--- config.mk ---
export PLATFORM = sky130hd
export DESIGN_NAME = seg7_scan_driver
export DESIGN_NICKNAME = d
export VERILOG_FILES = /design/src/rtl/seg7_scan_driver.sv
export SDC_FILE = /design/constraint.sdc
export NUM_CORES = 1
export LEC_CHECK = 0
export CORE_UTILIZATION = 49
export CTS_BUF_LIST = sky130_fd_sc_hd__clkbuf_4 sky130_fd_sc_hd__clkbuf_8
export CTS_CLUSTER_SIZE = 16
export DETAILED_ROUTE_END_ITERATION = 10
export GPL_TIMING_DRIVEN = 0
export PLACE_DENSITY = 0.81
export SLEW_MARGIN = 20
export SYNTH_ARGS = -nofsm -noshare
export SYNTH_HDL_FRONTEND = slang
export SYNTH_SLANG_ARGS = --single-unit
--- constraint.sdc ---
create_clock -name clk -period 1.8 [get_ports clk]
set_input_delay 0.45 -clock clk [delete_from_list [all_inputs] [get_ports clk]]
set_output_delay 0.45 -clock clk [all_outputs]
set_load 0.02 [all_outputs]
--- src/rtl/seg7_scan_driver.sv ---
// Multiplexed 7-segment display driver: time-slices DIGITS digits at SCAN_DIV clocks each.
// Optional macro SEG7_HEX_EN enables A-F glyphs for codes 10-15 (dark when undefined).
module seg7_scan_driver #(
  parameter int DIGITS   = 4,
  parameter int SCAN_DIV = 50000
) (
  input  logic                  clk,
  input  logic                  rst,
  input  logic [4*DIGITS-1:0]   value,
  input  logic                  load,
  input  logic [DIGITS-1:0]     dp_in,
  input  logic                  lzb,
  input  logic                  blank,
  output logic [6:0]            seg,
  output logic                  dp,
  output logic [DIGITS-1:0]     an
);

  localparam int DIV_W = (SCAN_DIV > 1) ? $clog2(SCAN_DIV) : 1;
  localparam int IDX_W = $clog2(DIGITS);
  localparam logic [DIV_W-1:0] DIV_LAST = DIV_W'(SCAN_DIV - 1);
  localparam logic [IDX_W-1:0] IDX_LAST = IDX_W'(DIGITS - 1);
  localparam logic [6:0]       SEG_DARK = 7'b1111111;

  logic [DIV_W-1:0]    div_q, div_d;
  logic [IDX_W-1:0]    idx_q, idx_d;
  logic [4*DIGITS-1:0] val_q, val_d;
  logic [DIGITS-1:0]   dpr_q, dpr_d;
  logic [6:0]          seg_q, seg_d;
  logic                dp_q, dp_d;
  logic [DIGITS-1:0]   an_q, an_d;

  logic                tick;
  logic [DIGITS-1:0]   lz;
  logic                allz;
  logic [3:0]          nib;

  function automatic logic [6:0] decode(input logic [3:0] code);
    logic [6:0] s;
    case (code)
      4'h0:    s = 7'b0000001;
      4'h1:    s = 7'b1001111;
      4'h2:    s = 7'b0010010;
      4'h3:    s = 7'b0000110;
      4'h4:    s = 7'b1001100;
      4'h5:    s = 7'b0100100;
      4'h6:    s = 7'b0100000;
      4'h7:    s = 7'b0001111;
      4'h8:    s = 7'b0000000;
      4'h9:    s = 7'b0000100;
`ifdef SEG7_HEX_EN
      4'hA:    s = 7'b0001000;
      4'hB:    s = 7'b1100000;
      4'hC:    s = 7'b0110001;
      4'hD:    s = 7'b1000010;
      4'hE:    s = 7'b0110000;
      default: s = 7'b0111000;
`else
      default: s = SEG_DARK;
`endif
    endcase
    return s;
  endfunction

  assign tick = (div_q == DIV_LAST);

  always_comb begin
    div_d = tick ? '0 : div_q + 1'b1;
    idx_d = idx_q;
    if (tick) idx_d = (idx_q == IDX_LAST) ? '0 : idx_q + 1'b1;
    val_d = load ? value : val_q;
    dpr_d = load ? dp_in : dpr_q;
  end

  // lz[k]: nibble k and everything above it are zero; digit 0 is always shown
  always_comb begin
    lz   = '0;
    allz = 1'b1;
    for (int k = DIGITS - 1; k >= 0; k--) begin
      allz  = allz & (val_q[4*k +: 4] == 4'h0);
      lz[k] = allz;
    end
    lz[0] = 1'b0;
  end

  always_comb begin
    nib   = val_q[{idx_q, 2'b00} +: 4];
    an_d  = '1;
    seg_d = SEG_DARK;
    dp_d  = 1'b1;
    if (!blank) begin
      an_d[idx_q] = 1'b0;
      if (!(lzb && lz[idx_q])) begin
        seg_d = decode(nib);
        dp_d  = ~dpr_q[idx_q];
      end
    end
  end

  always_ff @(posedge clk) begin
    if (rst) begin
      div_q <= '0;
      idx_q <= '0;
      val_q <= '0;
      dpr_q <= '0;
      seg_q <= SEG_DARK;
      dp_q  <= 1'b1;
      an_q  <= '1;
    end else begin
      div_q <= div_d;
      idx_q <= idx_d;
      val_q <= val_d;
      dpr_q <= dpr_d;
      seg_q <= seg_d;
      dp_q  <= dp_d;
      an_q  <= an_d;
    end
  end

  assign seg = seg_q;
  assign dp  = dp_q;
  assign an  = an_q;

endmodule
# After elaboration in Yosys (flattened, before gate mapping)
# Memories as Yosys holds them, arrays and structs flattened. A register that Yosys moved wholly into a read port is not among the register bits.
# Cells that the tools add are included.
# Widths: inputs -> output; s select.
# word_totals
reg_bits	43
latch_bits	0
ram_bits	0
rom_bits	112
inputBits	25
out_inout_bits	12
elab_cells	33
mem_count	1
# op_classes
n_addsub	2
n_mul	0
div_mod_pow	0
order_cmp	2
n_eq_ne	2
shift	1
mux	7
n_bitwise	4
n_reduce_logical	8
# memory_table
memory	depth	width	rd	rd_clocked_by_memory_dff	wr	line	text
(name not given)	16	7	1	1	0	40	case (code)
# ops
cell	n
$add 16x1->16 const B	1
$eq 16x16->1 const B	1
$shiftx 16x5->4	1
$logic_not 4->1	3
$bmux 1 s2	2
$not 4->4	1
$reduce_or 2->1	2
$lt 2x3->1 const B	1
$mux 1	3
$reduce_or 3->1	1
$add 2x1->2 const B	1
$and 1x1->1	2
$demux 1 s2	1
$eq 2x2->1 const B	1
$ge 2x1->1 const B	1
$logic_and 1x1->1	2
$mux 2	1
$not 1->1	1

# Longest topological paths before layout
# depth
ltp_word	7
mapped_depth	8

# Worst setup path before layout
# Ideal clock, no wire load.
# synth_timing
path_type	register -> register
start	register idx_q[0]
end	register seg_q[6] (netlist: seg[6])
setup_time_ns	0.133
t_arrival_ns	1.761
slack_ns	-0.094
path_stages_with_launch	7
path_buffers	1
path_cell_list	dfxtp_1 buf_6 mux4_1 ha_1 mux2_4 o21ai_1 nand3_1
# synth_between
elab_chain_len	4
# synth_lines
element	line	text
from (decl)	26	logic [IDX_W-1:0] idx_q, idx_d;
from (signal assigned)	111	idx_q <= idx_d;
$bmux 1 s2	93	if (!(lzb && lz[idx_q])) begin
$mux 1 (not written as such)	93	
$logic_and 1x1->1	93	
$reduce_or 3->1 (no source line)	--	
to (decl)	29	logic [6:0] seg_q, seg_d;
# Several ways; a longest one is shown, not always the timed one. The select of a mux whose other input is x is not followed.
# A chain may end at the register's enable or synchronous reset.

# Final worst setup path
# layout_timing
start	register idx_q[0]
end	register seg_q[3] (netlist: seg[3])
# The elaborated chain is that of the path after synthesis.

==> out/metrics.sh <==
GLOBALROUTE.TOTALOVERFLOW=0
POST_SYNTHESIS_CELL_AREA_SQ_MM=0.00224
STATIC_LEAKAGE_nW=1.09
NUMBER_OF_NETS_IN_THE_SYNTHESIZED_NETLIST=260
CTS_MADE_BUFFERS=5
FINISH.CELL_COUNT_WITHOUT_FILLERS=322
FINALCRITICALPERIOD_NS=1.82
H-TREE-DEPTH=2
ROUTABILITYCONGESTION=0.783
GRT_USAGE_PCT=18.8
NETSWITCHINGFRACTION_PCT=24.1
GRT_FIRST_PASS_WIRELENGTH_MICRONS=7310
WORST_SKEW_PAIR_LATER_PIN_LATENCY_NS=0.30
LAYOUT-AREA-OVERHEAD-VS-SYNTH_PCT=26.5
MAX-CAP-VIOLATIONS=0
HOLDPATHEND='div_q[0]'
POWER_FRAC_SEQ_PCT=55.5
MAX-SLEW-MARGIN-REL_PCT=53.7
HOLD_CLASS='reg2reg'
POSTROUTEWIRELENGTH_MICRONS=4240
PRE_CTS_WS_NS=-0.141
FMAX_GHz=0.548
WORSTHOLDPATHCELLS=1
LAYOUT-DRIVE-GT1-SHARE_PCT=14.4
CTS-HOLD-FIX-BUFFERS=0
TIMING.CRITICAL_PATH.TO_TYPE='flip-flop'
REG2REG_TO='seg[3]'
TIMING.CRITICAL_PATH.FROM_TYPE='flip-flop'
POWER.SWITCHING_mW=0.511
SYNTH_AREA_PER_CELL_SQ_UM=10.0
TRITONCTS='yes'
DIE-HEIGHT_MICRONS=69.6
SEQ_AREA_FRAC_SYNTH_PCT=44.7
DESIGN_POWER_TOTAL_mW=2.12
SLOWEST_STAGE='mux4_2'
SHARE_CLK_OF_TOTAL_POWER_PCT=31.5
LARGEST_NET_DEGREE_AT_THE_START_OF_GLOBAL_ROUTING=16
ROUTED_WIRE_LENGTH_PER_INSTANCE_MICRONS=13.2
FIN_WORST_SKEW_NS=0.00955
CPPEAKSTAGEDELAY_NS=0.57
SYNTH_CELLS=224
DIODES=0
LENGTH_IN_CELLS_OF_THE_WORST_REG_TO_REG_PATH=7
DETAILEDROUTE.FIRSTPASSITERATIONCOUNT=4
CLOCKBUFFERDEPTH=2
POWER_DENSITY_mW_PER_MM2=749
TIMING.RR.START='idx_q[0]'
WORST_EP_ARRIVAL_TIME_NS=2.06
NUMBER_OF_INPUT_AND_OUTPUT_PORT_BUFFERS_INSERTED=35
POST-ROUTE-PERIOD-UTIL_PCT=101
PLACE.DETAILED.HPWL_MICRONS=3010
NUM_PORTS=37
VIA_PER_INST=5.27
FIRST_GLOBAL_VIAS=1609
HOLDCRITSTARTPOINT='div_q[0]'
DIE_W_MICRONS=69.6
CTS_SINKS=50
WORSTSETUPPATHTYPE='reg2reg'
CRITICAL_PATH_PEAK_FANOUT=4
WORST_SLEW_PIN_SLEW_NS=0.695
TIMING.CRITICAL_PATH.MAX_DELAY_FAMILY='multiplexers'
CTS-ROOT-BUF='clkbuf_8'
FINAL-HOLD-VIOLATION-COUNT=0
SETUP_VIOL=4
POST-ROUTE-CELL-AREA_SQ_MM=0.00283
ROWS=24
PLACE.DETAILED.INSTANCES=311
FLOORPLAN.DIE_AREA_SQ_MM=0.00485
POST-ROUTE-DRC-COUNT=0
PEAKVDDDROP_uV=434
WORST-R2R-SETUP-SLACK_NS=-0.02
CELL_INTERNAL_PWR_mW=1.61
TIMING_MAX_TRANSITION_VIOLATIONS_FINAL=0
RUN_STATUS='finished, violations left'
SHARE_OF_POWER_BURNED_IN_COMBINATIONAL_LOGIC_PCT=13.0
CLK_PIN_SLEW_WORST_PATHS_NS=0.09
ROUTE.ANTENNA.REMAINING_NETS=0
VIOLATIONS='setup timing'
REQUIRED_NS=2.04
DPL-INSTANCE-AREA_SQ_MM=0.00266
YOSYS.CELL_TYPES.COUNT=35
INITIAL_ANTENNA_VIOLATION_COUNT=0
FP.COREAREA_SQ_MM=0.00438
INITIAL_UTILIZATION_PCT=51.1
VIAS=1698
CRIT_CHAIN='buf_8 > mux4_2 > inv_2 > ha_4 > mux2i_1 > o21ai_2 > nand3_1'
FIRST_ITER_VIOLATIONS=82
YOSYSWARNINGCOUNT=0
POST-ROUTE-WORST-SETUP-SLACK_NS=-0.0233
NUM-NETS-FINAL=305
SETUP_REPAIR_AFTER_GLOBAL_ROUTING_MISSED_ITS_MARGIN='yes'
YS_FF_LATCH=50
CP.BUFFERS_INVERTERS=2
## routing by layer
layer / wire length [microns] / vias to the layer above / global-route usage, % / share of wire, %
li1: - / 855 / - / -
met1: 2060 / 797 / 25.6 / 48
met2: 1950 / 38 / 28.9 / 46
met3: 161 / 8 / 5.23 / 3.8
met4: 76 / 0 / 6.00 / 1.8
met5: 0 / - / 0 / 0
## layout by cell type, fill, tap and decap left out, types with 2 or more instances in the layout
cell / count
clkbuf_8: 6
buf_4: 5
nor3_1: 3
nor4_1: 5
dfxtp_1: 49
ha_4: 2
nand3_1: 12
nand2_1: 8
clkdlybuf4s50_1: 35
ha_1: 9
nor2_1: 42
o211ai_1: 2
xor2_1: 2
xnor2_1: 12
nand4_1: 4
buf_6: 2
o21ai_2: 3
mux4_2: 4
mux2i_1: 24
inv_1: 8
or4_1: 2
a21oi_1: 3
clkbuf_1: 4
o21ai_1: 2
## flip-flops by register name, indices dropped and copies added (netlist names)
name and count:
seg 7, val_q 16, div_q 16, idx_q 2
dpr_q 4, an 4, dp 1
## power by group through the flow
stage | clock network (mW) | registers (mW) | logic, mW
4_1_cts | 0.684 | 1.18 | 0.263
3_5_place_dp | 0 | 1.20 | 0.259
5_1_grt | 0.740 | 1.18 | 0.301
6_report | 0.669 | 1.18 | 0.276
3_3_place_gp | 0 | 1.20 | 0.251
2_1_floorplan | 0 | 1.21 | 0.140
## worst max path at each step
stage	depth (start not counted)	startpoint	to
after detailed placement	5	rst	div_q[14]
after floorplan	6	idx_q[0]	seg[6]
after global placement	5	rst	div_q[13]
final	7	idx_q[0]	seg[3]
after CTS	6	idx_q[0]	seg[6]
after global routing	7	idx_q[0]	seg[3]
## final cells by class
class | count | area (sq um)
Buffer | 9 | 65.1
Clock buffer | 6 | 82.6
Clock inverter | 2 | 12.5
Fill cell | 360 | 1550
Inverter | 10 | 40.0
Multi-Input combinational cell | 154 | 1190
Sequential cell | 50 | 1000
Tap cell | 52 | 65.1
Timing Repair Buffer | 39 | 380
## worst register-to-register path, stage by stage (launching register included)
cell     delay, ns
dfxtp_2       0.35
buf_8         0.12
mux4_2        0.57
inv_2         0.15
ha_4          0.22
mux2i_1       0.19
o21ai_2       0.08
nand3_1       0.07
## logic make-up (layout without fill, tap and decap cells)
logic type	Yosys count	after routing	synth area share (%)
mux	30	30	16.7
fa+ha+maj	11	11	6.14
xor+xnor	14	14	5.47
compound gates	12	12	3.41
simple gates	87	87	19.1
buf+inv	20	66	4.47
flops	50	50	44.7
## cells in the mapped netlist, drive strengths merged
master  number  area, sq um
a21oi        4         23.8
and2b        1         8.76
and3         1         6.26
and3b        1         8.76
buf          4         38.8
clkbuf       6         23.8
dfxtp       50         1000
ha          11          138
inv         10         37.5
mux2         1         15.0
mux2i       24          240
mux4         5          120
nand2        8         30.0
nand2b       1         6.26
nand3       12         60.1
nand4        4         25.0
nor2        42          158
nor3         4         25.0
nor4         5         31.3
nor4b        1         8.76
nor4bb       2         20.0
o211ai       3         27.5
o21ai        5         25.0
or2          1         6.26
or3          1         7.51
or3b         1         11.3
or4          2         15.0
xnor2       12          105
xor2         2         17.5
## stage by stage
step / TNS (ns) / utilization, % / hold WS (ns)
after detailed placement: -1.90 / 60.6 / 0.453
after floorplan: 0 / - / 0.430
after global routing: -0.474 / 64.6 / 0.518
final: -0.0661 / 64.6 / 0.463
after CTS: -0.0802 / 63.5 / 0.473
after global placement: -1.68 / 60.6 / 0.444
## what timing repair did
item                                    in CTS  in global routing
gates resized for setup                      6                  8
setup buffers                                2                  2
pin swaps                                    3                  5
endpoints found under the setup margin      17                 18
No activity file was read; power rests on OpenSTA's default activity.
==> variant (same flow settings) <==
Set the parameter `SCAN_DIV` to 100000 (it was 50000).
--- a/src/rtl/seg7_scan_driver.sv
+++ b/src/rtl/seg7_scan_driver.sv
@@ -2,7 +2,7 @@
 // Optional macro SEG7_HEX_EN enables A-F glyphs for codes 10-15 (dark when undefined).
 module seg7_scan_driver #(
   parameter int DIGITS   = 4,
-  parameter int SCAN_DIV = 50000
+  parameter int SCAN_DIV = 100000
 ) (
   input  logic                  clk,
   input  logic                  rst,
Check against the original RTL: same outputs for any inputs over 10 cycles, from zero or initial values and one cycle with rst high; that may be too few to reach the edited logic, so the function may still have changed.
==> variant against the original RTL <==
  * The run still ends with setup timing left
  * Cell area grew 4.1%
  * Count of clock-buffer cells in the layout grew 2
  * Sequential cell count grew 1
  * Synthesized area grew 1.2%
  * Sequential share of layout area shrank 0.36 points
  * Clock skew shrank 0.0044 ns
  * Setup slack lost 0.053 ns
  * First-iteration DRC count grew 27%
  * Critical path type unchanged
  * Via count grew 5.4%
  * Power grew 4.0%
  * Non-clock buffer count grew 5
  * Routed wire length grew 10%
  * Critical path depth grew 1
  * Clock power grew 7.6%
==> variant: results (changes against the original RTL) <==
| Metric | Value |
|---|---|
| VDD IR-drop max | `469 µV (+8.0%)` |
| Final setup violation count | `6 (+2)` |
| Pin slew with the least headroom to its limit | `0.713 ns (+0.0185 ns)` |
| Total CTS buffers | `5 (unchanged)` |
| Share of layout cells above drive strength 1 | `18.4% (+4.0 points)` |
| Switching Share | `23.2% (-0.87 points)` |
| Netlist cell types | `33 (-5.7%)` |
| Top post-synthesis cells by count | `dfxtp_1, nor2_1, mux2i_1` |
| Routed len/inst | `14.0 µm (+6.5%)` |
| Synthesized net count | `267 (+2.7%)` |
| Vias in the first global route | `1756 (+9.1%)` |
| Worst Path Arrival | `2.04 ns (-0.02 ns)` |
| Seq/Total Area, Yosys | `45.0% (+0.37 points)` |
| DP Area | `2710 µm² (+2.0%)` |
| Mux contribution to synthesized area | `15.2% (-1.5 points)` |
| Cells on worst reg2reg path | `8 (+1)` |
| Gpl congestion | `0.841 (+7.4%)` |
| CP max FO | `5 (+1)` |
| Pre-CTS setup slack | `-0.263 ns (-0.122 ns)` |
| Synth Area in Compound Gates | `5.08% (+1.7 points)` |
| Async set or reset register ratio after synthesis | `0% (unchanged)` |
| Top post-synthesis cells by area | `dfxtp_1, mux2i_1, nor2_1` |
| Setup TNS | `-0.300 ns (-0.234 ns)` |
| Final Net Count | `317 (+3.9%)` |
| Port buffer count | `35 (unchanged)` |
| Vias per cell | `5.36 (+1.6%)` |
| First-pass GRT wire length | `8140 µm (+11%)` |
| R2r endpoint | `seg[2]` |
| Largest net degree at the start of global routing | `15 (-1)` |
| P_leak | `1.14 nW (+4.6%)` |
| H-tree levels | `2 (unchanged)` |
| DR iter-0 viols | `104 (+27%)` |
| Hold slack final | `0.472 ns (+0.00888 ns)` |
| HPWL reported at the end of detailed placement | `3330 µm (+10%)` |
| Xor/xnor share of the synthesized area | `4.64% (-0.84 points)` |
| Status | `finished, violations left` |
| Final setup margin | `-0.0766 ns (-0.0533 ns)` |
| Gr usage total | `21.3% (+2.5 points)` |
| Hold path endpoint | `div_q[0]` |
| Root Buffer | `clkbuf_8` |
| Post-synthesis cell count | `231 (+3.1%)` |
| Clock Skew | `0.00517 ns (-0.00437 ns)` |
| Max FFs per register | `17` |
| Area share of fa/ha/maj cells after synthesis | `6.07% (-0.071 points)` |
| Final Non-Filler Cells | `334 (+3.7%)` |
| Failing checks | `setup timing` |
variant: changes by cell type in the layout (fill, tap and decap cells not counted), sizes merged, moves of 3 or more:
cell	change
or3	+4
buf	+4
mux2i	-3
nor2	-3
clkbuf	+3
o22ai	+4
xnor2	-4
a21oi	+4
nor4	-3
or4	+3
variant: worst max-delay path by stage:
stage / startpoint / to / slack (ns)
6_report: idx_q[0] / seg[2] / -0.08
4_1_cts: idx_q[0] / seg[1] / -0.09
3_3_place_gp: idx_q[1] / seg[2] / -0.20
5_1_grt: idx_q[0] / seg[2] / -0.18
3_5_place_dp: idx_q[1] / seg[1] / -0.26
2_1_floorplan: idx_q[0] / seg[1] / -0.08
variant: cells by family (layout without fill, tap and decap cells):
group	Yosys count	after routing
mux	28	28
flops	51	51
xor+xnor	12	12
simple gates	88	88
fa+ha+maj	11	11
compound gates	20	20
buf+inv	21	72
variant: power groups by stage:
stage / sequential (mW) / clock [mW] / combinational (mW)
after global placement: 1.22 / 0 / 0.253
final: 1.20 / 0.720 / 0.283
after global routing: 1.21 / 0.784 / 0.311
after CTS: 1.20 / 0.733 / 0.282
after floorplan: 1.23 / 0 / 0.140
after detailed placement: 1.23 / 0 / 0.259
variant: cell type report:
| cell class | count | area, µm² |
|---|---|---|
| Fill cell | 341 | 1470 |
| Multi-Input combinational cell | 159 | 1230 |
| Sequential cell | 51 | 1030 |
| Timing Repair Buffer | 44 | 422 |
| Clock buffer | 8 | 104 |
| Tap cell | 52 | 65.1 |
| Buffer | 9 | 47.5 |
| Inverter | 11 | 43.8 |
variant: repair_timing:
| action | 4_1_cts | 5_1_grt |
|---|---|---|
| resized for setup | 16 | 6 |
| setup endpoints to repair | 20 | 10 |
| setup buffers | 8 | 1 |
| pin swaps | 7 | 4 |
variant: worst max-delay path, stage by stage, from the launching register on:
cell,delay (ns)
dfxtp_2,0.35
buf_6,0.13
mux4_2,0.58
inv_4,0.10
ha_4,0.13
inv_2,0.03
mux2_4,0.25
o22ai_2,0.08
nand3_1,0.09
variant: routing by layer:
| layer | track usage [%] | vias to the layer above | share of wire, % |
|---|---|---|---|
| li1 | - | 898 | - |
| met1 | 29.0 | 836 | 47 |
| met2 | 31.9 | 45 | 46 |
| met3 | 5.34 | 11 | 4.5 |
| met4 | 9.11 | 0 | 2.2 |
| met5 | 0 | - | 0 |
